File: src/rtl/sram_param.sv
`default_nettype none
// ============================================================================
// sram_param : single-port synchronous SRAM, per-lane write enables, 1/2-cycle
//              read latency, RDW mode and post-reset zero-fill sweep.
// Rev 1.0
// ============================================================================
module sram_param #(
  parameter int DATA_W   = 8,
  parameter int LANE_W   = 8,
  parameter int ADDR_W   = 3,
  parameter int DEPTH    = 2**ADDR_W,
  parameter int RD_LAT   = 1,
  parameter int RDW_MODE = 0
) (
  input  logic                       clk,
  input  logic                       rst_n,
  input  logic                       WE,
  input  logic                       RD,
  input  logic [ADDR_W-1:0]          Addr,
  input  logic [DATA_W-1:0]          dataIn,
  input  logic [DATA_W/LANE_W-1:0]   byteEn,
  output logic [DATA_W-1:0]          dataOut,
  output logic                       rdValid,
  output logic                       ready
);

  localparam int                c_NLANE   = DATA_W / LANE_W;
  localparam logic [ADDR_W-1:0] c_LAST    = ADDR_W'(DEPTH - 1);
  localparam logic [ADDR_W:0]   c_DEPTH   = (ADDR_W + 1)'(DEPTH);
  localparam logic [0:0]        c_ST_INIT = 1'b0;
  localparam logic [0:0]        c_ST_RUN  = 1'b1;

  logic [DATA_W-1:0] r_mem [0:DEPTH-1];
  logic [0:0]        r_state;
  logic [0:0]        w_state_nxt;
  logic [ADDR_W-1:0] r_cnt;
  logic              w_last;
  logic              w_init_wr;
  logic              w_run;
  logic              w_in_range;
  logic              w_wr;
  logic              w_rd;
  logic [DATA_W-1:0] w_old;
  logic [DATA_W-1:0] w_merged;
  logic [DATA_W-1:0] w_rdata;
  logic              w_out_vld;
  logic [DATA_W-1:0] w_out_data;

  assign w_last = (r_cnt == c_LAST);

  always_ff @(posedge clk or negedge rst_n) begin
    if (!rst_n) r_state <= c_ST_INIT;
    else        r_state <= w_state_nxt;
  end

  always_comb begin
    w_state_nxt = r_state;
    if (r_state == c_ST_INIT && w_last) w_state_nxt = c_ST_RUN;
  end

  always_comb begin
    w_init_wr = (r_state == c_ST_INIT);
    w_run     = (r_state == c_ST_RUN);
    ready     = w_run;
  end

  always_ff @(posedge clk or negedge rst_n) begin
    if (!rst_n)                   r_cnt <= '0;
    else if (w_init_wr && !w_last) r_cnt <= r_cnt + ADDR_W'(1);
  end

  assign w_in_range = ({1'b0, Addr} < c_DEPTH);
  assign w_wr       = w_run & WE & w_in_range;
  assign w_rd       = w_run & RD;
  assign w_old      = w_in_range ? r_mem[Addr] : '0;

  // Post-write view of the addressed word, used for write-first reads.
  for (genvar i = 0; i < c_NLANE; i++) begin : g_lane
    assign w_merged[i*LANE_W +: LANE_W] = byteEn[i] ? dataIn[i*LANE_W +: LANE_W]
                                                    : w_old[i*LANE_W +: LANE_W];
  end

  assign w_rdata = (RDW_MODE != 0 && w_wr) ? w_merged : w_old;

  always_ff @(posedge clk) begin
    if (w_init_wr) begin
      r_mem[r_cnt] <= '0;
    end else if (w_wr) begin
      for (int i = 0; i < c_NLANE; i++) begin
        if (byteEn[i]) r_mem[Addr][i*LANE_W +: LANE_W] <= dataIn[i*LANE_W +: LANE_W];
      end
    end
  end

  if (RD_LAT == 2) begin : g_lat2
    logic              r_p1_vld;
    logic [DATA_W-1:0] r_p1_data;
    always_ff @(posedge clk or negedge rst_n) begin
      if (!rst_n) begin
        r_p1_vld  <= 1'b0;
        r_p1_data <= '0;
      end else begin
        r_p1_vld <= w_rd;
        if (w_rd) r_p1_data <= w_rdata;
      end
    end
    assign w_out_vld  = r_p1_vld;
    assign w_out_data = r_p1_data;
  end else begin : g_lat1
    assign w_out_vld  = w_rd;
    assign w_out_data = w_rdata;
  end

  always_ff @(posedge clk or negedge rst_n) begin
    if (!rst_n) begin
      dataOut <= '0;
      rdValid <= 1'b0;
    end else begin
      rdValid <= w_out_vld;
      if (w_out_vld) dataOut <= w_out_data;
    end
  end

endmodule
`default_nettype wire

File: config.mk
export PLATFORM = sky130hd
export DESIGN_NAME = sram_param
export DESIGN_NICKNAME = d
export VERILOG_FILES = /design/src/rtl/sram_param.sv
export SDC_FILE = /design/constraint.sdc
export NUM_CORES = 1
export LEC_CHECK = 0
export CAP_MARGIN = 30
export CELL_PAD_IN_SITES_DETAIL_PLACEMENT = 1
export CELL_PAD_IN_SITES_GLOBAL_PLACEMENT = 1
export CORE_MARGIN = 1.5
export CORE_UTILIZATION = 52
export DETAILED_ROUTE_END_ITERATION = 12
export PLACE_DENSITY_LB_ADDON = 0.25
export REMOVE_ABC_BUFFERS = 1
export SETUP_SLACK_MARGIN = 0.3
export SKIP_LAST_GASP = 1
export SYNTH_ARGS = -nofsm -noshare
export SYNTH_HDL_FRONTEND = slang
export SYNTH_SLANG_ARGS = --single-unit
File: constraint.sdc
create_clock -name clk -period 3.11 [get_ports clk]
set_input_delay 0.4665 -clock clk [delete_from_list [all_inputs] [get_ports clk]]
set_output_delay 0.4665 -clock clk [all_outputs]
set_load 0.02 [all_outputs]
==> results of run 1 <==
per-layer routing:
layer / vias to the layer above / GRT usage, % / wire [µm]
li1: 800 / - / -
met1: 904 / 28.1 / 2860
met2: 28 / 42.4 / 3680
met3: 13 / 5.91 / 189
met4: 0 / 10.3 / 129
met5: - / 0 / 0
sequential cells by signal, indices dropped and copies added (netlist names):
name,count
r_mem,64
r_cnt,3
ready,1
dataOut,8
rdValid,1
cell usage in the layout (no fill, tap or decap), drive strengths merged, types with 2 or more instances in the layout:
cell type / netlist / layout
buf: 6 / 10
nor2: 2 / 2
nor2b: 2 / 2
a22o: 8 / 8
edfxtp: 64 / 64
clkinv: 0 / 5
nor3: 8 / 8
clkdlybuf4s50: 0 / 25
mux2i: 18 / 18
clkbuf: 2 / 11
ha: 2 / 2
o22ai: 8 / 8
nand2: 10 / 10
inv: 2 / 2
mux2: 20 / 20
o31ai: 8 / 8
dfrtp: 13 / 13
and2: 8 / 8
per-stage QoR:
stage	util (%)	power, mW	instances
2_1_floorplan	-	1.24	179
3_3_place_gp	59.2	1.33	289
3_5_place_dp	59.2	1.33	289
4_1_cts	61.9	1.95	305
5_1_grt	61.9	2.00	305
6_report	61.9	1.95	305
tightest hold or removal path: stages, from the launching register on:
cell and delay (ns):
dfrtp_1 0.35, nand2_1 0.05, o31ai_1 0.05
report_power, final:
| part | internal (mW) | total, mW | switching (mW) |
|---|---|---|---|
| clock | 0.286 | 0.637 | 0.351 |
| sequential | 1.13 | 1.14 | 0.00790 |
| combinational | 0.0766 | 0.167 | 0.0904 |
layout make-up:
type,instances,area [µm²]
clock buffers,11,131
clock inverters,5,28.8
fillers,562,2240
inverters,2,7.51
multi-input cells,100,810
flip-flops and latches,77,2250
well taps,75,93.8
repair buffers,35,325
worst max-delay path by stage:
stage,end,slack [ns],cells after the start
5_1_grt,r_mem[0][3],0.94,5
4_1_cts,r_mem[1][3],1.01,5
3_3_place_gp,r_mem[1][7],0.72,5
2_1_floorplan,r_mem[4][0],0.85,3
3_5_place_dp,r_mem[1][5],0.65,5
6_report,r_mem[1][3],1.0,5
cells by family after synthesis:
group,synth area share (%)
mux,12.9
flops,71.6
compound gates,6.42
simple gates,5.39
buf+inv,2.55
fa+ha+maj,0.798
xor+xnor,0.279
==> flow_summary.yaml, run 1 <==
worst_setup_path:
  cpMaxStageDelayCell: "clkdlybuf4s50_1"
  slowest_delay_ns: 0.51
  reg2reg_slack_ns: 1.13
  cp.arrival_ns: 2.18
  critPathMaxFanout: 12
  cp_num_buf_inv: 2
  path_class: "input pin to flip-flop"
  timing.rr.start: "ready"
  cp.required_ns: 3.18
  reg2reg_to: "r_mem[1][3]"
  cp-start-kind: "input pin"
  setup.worst_path.end_class: "flip-flop"
  cpLargestDelayFamily: "buffers and inverters"
  ff2ff_path_depth: 4
  cp_cell_sequence: "clkdlybuf4s50_1, and3_2, mux2_2, nor3_1, buf_4"
  cp-startpoint: "WE"
detailed_routing:
  routedWlPerCell_um: 22.5
  vias: 1745
  antenna_left: 0
  routed_wirelength_um: 6860
  vias_per_cell: 5.72
  drc: 0
  first_iter_violations: 118
  dr.pass1.iters: 4
cts:
  cts_hold_buffers: 0
  h-tree-depth: 3
  cts_resized: 0
  post_cts_buffers: 0
  cts_made_buffers: 9
  worstSkewPairLatency_ns: 0.35
  cts_tree: "yes"
  ctsRootBufferMaster: "clkbuf_8"
  cts_num_sinks: 77
  clk_pin_slew_ns: 0.07
  cts_max_path_buffers: 2
min_path:
  worstHoldStart: "dataOut[6]"
  min_to: "dataOut[6]"
  whs_path_depth: 2
  hold_class: "flip-flop to flip-flop"
layout:
  fin_area_um2: 3640
  final_layout_size_suffix_gt1_share_pct: 20.0
  area_growth_syn_to_layout_pct: 16.2
  fin_nets: 243
  diodes: 0
die:
  row_count: 28
  dieHeight_um: 80.7
  start_util_pct: 53.3
  pin_count: 26
  die-area_um2: 6510
  coreArea_um2: 5890
  die_width_um: 80.7
logic_synthesis:
  yosysUniqueCellTypes: 26
  synth_enable_flop_cells: 64
  synth_area_leader_cell: "edfxtp_1"
  syn_avg_cell_area_um2: 16.8
  synth_top_flop_cell: "edfxtp_1"
  netlist_area_um2: 3140
  yosysMostFrequentCell: "edfxtp_1"
  postSynth.asyncResetShare_pct: 16.9
  yosysWarnings: 0
  yosys-top-cells-count: "edfxtp_1, mux2_2, mux2i_1"
  yosysSeqAreaShare_pct: 71.6
  synth.top_cell.area_share_pct: 61.3
  synth_seq_cells: 77
  syn_inst: 187
  synthTopCellsByArea: "edfxtp_1, dfrtp_1, mux2_2"
timing:
  finalHoldViolCount: 0
  worst_clock_skew_ns: 0.0101
  slew_headroom_pct: 56.4
  period_needed_ns: 2.11
  worstMarginPinSlew_ns: 0.651
  setup_viol: 0
  period_share_pct: 67.9
  hold_ws_ns: 0.483
  finalSetupTns_ns: 0
  rsz0062_at_grt: "no"
  fin_ws_ns: 0.997
  drv_slew: 0
  fmax_ghz: 0.473
placement:
  placed_area_um2: 3480
  place.gp.congestion: 0.890
  post-dp-hpwl_um: 5000
  pre_cts_slack_ns: 0.651
  io_buffers: 25
global_route:
  grt_pass1_wl_um: 10600
  grt_use_total_pct: 24.2
  grt_max_degree: 18
  grt_overflow_total: 0
  antenna_found_initial: 0
  grt_pass1_vias: 1976
run:
  cap_viol_max_count: 0
power_and_ir_drop:
  p_leak_nw: 1.39
  peakVddDrop_uv: 462
  p_per_area_nw_per_um2: 534
status:
  status: "finished, final reports clean"
No activity file was read; power rests on OpenSTA's default activity.
==> run 2: changes to the inputs <==
CORE_UTILIZATION = 44   (was 52)
clock period = 1.9 ns   (was 3.11 ns; I/O delays follow)
==> run 2 against run 1 <==
Count of clock-buffer cells in the layout grew 1. Wire length grew 7.1%. Critical path depth grew 1. Cell count grew 14%. Clock skew shrank 0.0020 ns. Critical endpoint is now r_mem[0][4]. Sequential cell count is the same.
==> flow_summary.yaml, run 2 (synthesis gave the netlist of run 1 again) <==
cts:
  clk_pin_slew_ns: 0.08
  ctsRootBufferMaster: "clkbuf_8"
  cts_max_path_buffers: 2
  cts_num_sinks: 77
  cts_made_buffers: 9
  cts_tree: "yes"
  cts_hold_buffers: 0
  worstSkewPairLatency_ns: 0.34
  h-tree-depth: 3
worst_setup_path:
  setup.worst_path.end_class: "flip-flop"
  cp_cell_sequence: "and3_4, buf_6, buf_8, mux2_4, nor3_4, buf_6"
  cp.required_ns: 1.95
  critPathMaxFanout: 8
  cp-start-kind: "flip-flop"
  slowest_delay_ns: 0.38
  cp.arrival_ns: 1.79
  cpMaxStageDelayCell: "dfrtp_1"
  path_class: "flip-flop to flip-flop"
  crit_path_frequent_cell: "buf_6"
die:
  start_util_pct: 45.9
  coreArea_um2: 6830
  row_count: 30
  die_width_um: 87.4
  pin_count: 26
  dieHeight_um: 87.4
  die-area_um2: 7640
global_route:
  antenna_found_initial: 0
  grt_use_total_pct: 21.1
  grt_overflow_total: 0
  grt_max_degree: 33
  grt_pass1_wl_um: 11300
  grt_pass1_vias: 2035
timing:
  period_needed_ns: 1.73
  rsz0062_at_grt: "yes"
  slew_headroom_pct: 71.8
  drv_slew: 0
  fmax_ghz: 0.577
  period_share_pct: 91.2
  setup_viol: 0
  worst_clock_skew_ns: 0.00805
  worstMarginPinSlew_ns: 0.411
  finalHoldViolCount: 0
  fin_ws_ns: 0.167
power_and_ir_drop:
  total_power_mw: 3.39
  peakVddDrop_uv: 478
  p_leak_nw: 1.62
  p_per_area_nw_per_um2: 838
detailed_routing:
  dr.pass1.iters: 4
  first_iter_violations: 88
  m1WireLength_um: 3300
  vias_per_cell: 5.34
  wl_met2_um: 3620
  routedWlPerCell_um: 21.2
  drc: 0
  antenna_left: 0
  routed_wirelength_um: 7350
  dr_wl_met3_um: 230
  highest_layer: "met4"
  vias: 1853
layout:
  diodes: 0
  n_fill_cell: 634
  multi_input_area_um2: 930
  finalNonFillerCells: 347
  largest_reg_flops: 64
  mostFrequentLayoutCells: "edfxtp_1, buf_4, mux2_2, mux2i_1"
  largest_register: "r_mem"
  reg_top3: "r_mem (64), dataOut (8), r_cnt (3)"
  area_growth_syn_to_layout_pct: 28.9
  final_layout_size_suffix_gt1_share_pct: 34.3
  fin_area_um2: 4040
  final_util_pct: 59.2
  layout_commonest_cell: "edfxtp_1"
  final-seq-area_um2: 2250
  fin_nets: 264
placement:
  pre_cts_slack_ns: -0.587
  place.gp.congestion: 0.782
  post-dp-hpwl_um: 4650
  placed_area_um2: 3620
  io_buffers: 25
  dp.cells: 326
status:
  status: "finished, final reports clean"
run:
  cap_viol_max_count: 0
min_path:
  hold_class: "input pin to async pin"
## run 2: worst max-delay path, delay by kind of cell (launching register included)
family        cells  cell delay (ns)
buf+inv           3             0.40
simple gates      2             0.30
mux               1             0.36
flops             1             0.38
## run 2: layout make-up
type / instances / share of cell area (%)
Sequential cell: 77 / 55.6
Multi-Input combinational cell: 100 / 23.0
Timing Repair Buffer: 56 / 13.5
Clock buffer: 12 / 3.59
Tap cell: 96 / 2.97
Clock inverter: 4 / 1.18
Inverter: 2 / 0.186
## run 2: through the flow
step	setup TNS, ns	hold slack, ns
2_1_floorplan	-19.06	-0.0106
3_3_place_gp	-32.49	0.459
3_5_place_dp	-30.41	0.473
4_1_cts	0	0.267
5_1_grt	0	0.272
6_report	0	0.274
## run 2: power by group
group | total [mW] | switching, mW | internal, mW
sequential | 1.87 | 0.0142 | 1.86
clock | 1.19 | 0.556 | 0.639
combinational | 0.325 | 0.174 | 0.150
## run 2: layer usage
layer  up-vias  track usage (%)
met1       958             28.1
met4         0             10.1
met3        16             3.70
li1        846                -
met2        33             33.6
met5         -                0
## run 2: final timing paths
check                                start     endpoint  slack (ns)  cells past startpoint
worst max register to register       ready  r_mem[0][4]        0.17                      6
worst min register to register  dataOut[5]   dataOut[5]        0.49                      2
max in group asynchronous            rst_n     r_cnt[2]        1.43                      2
worst max-delay path                 ready  r_mem[0][4]        0.17                      6
min in group clk                dataOut[5]   dataOut[5]        0.49                      2
worst min-delay path                 rst_n   dataOut[3]        0.27                      2
## run 2: what timing repair did
item | CTS | global route
gates resized for setup | 40 | 23
endpoints found under the setup margin | 81 | 138
setup buffers | 3 | 1
gates cloned | 0 | 1
pin swaps | 4 | 1
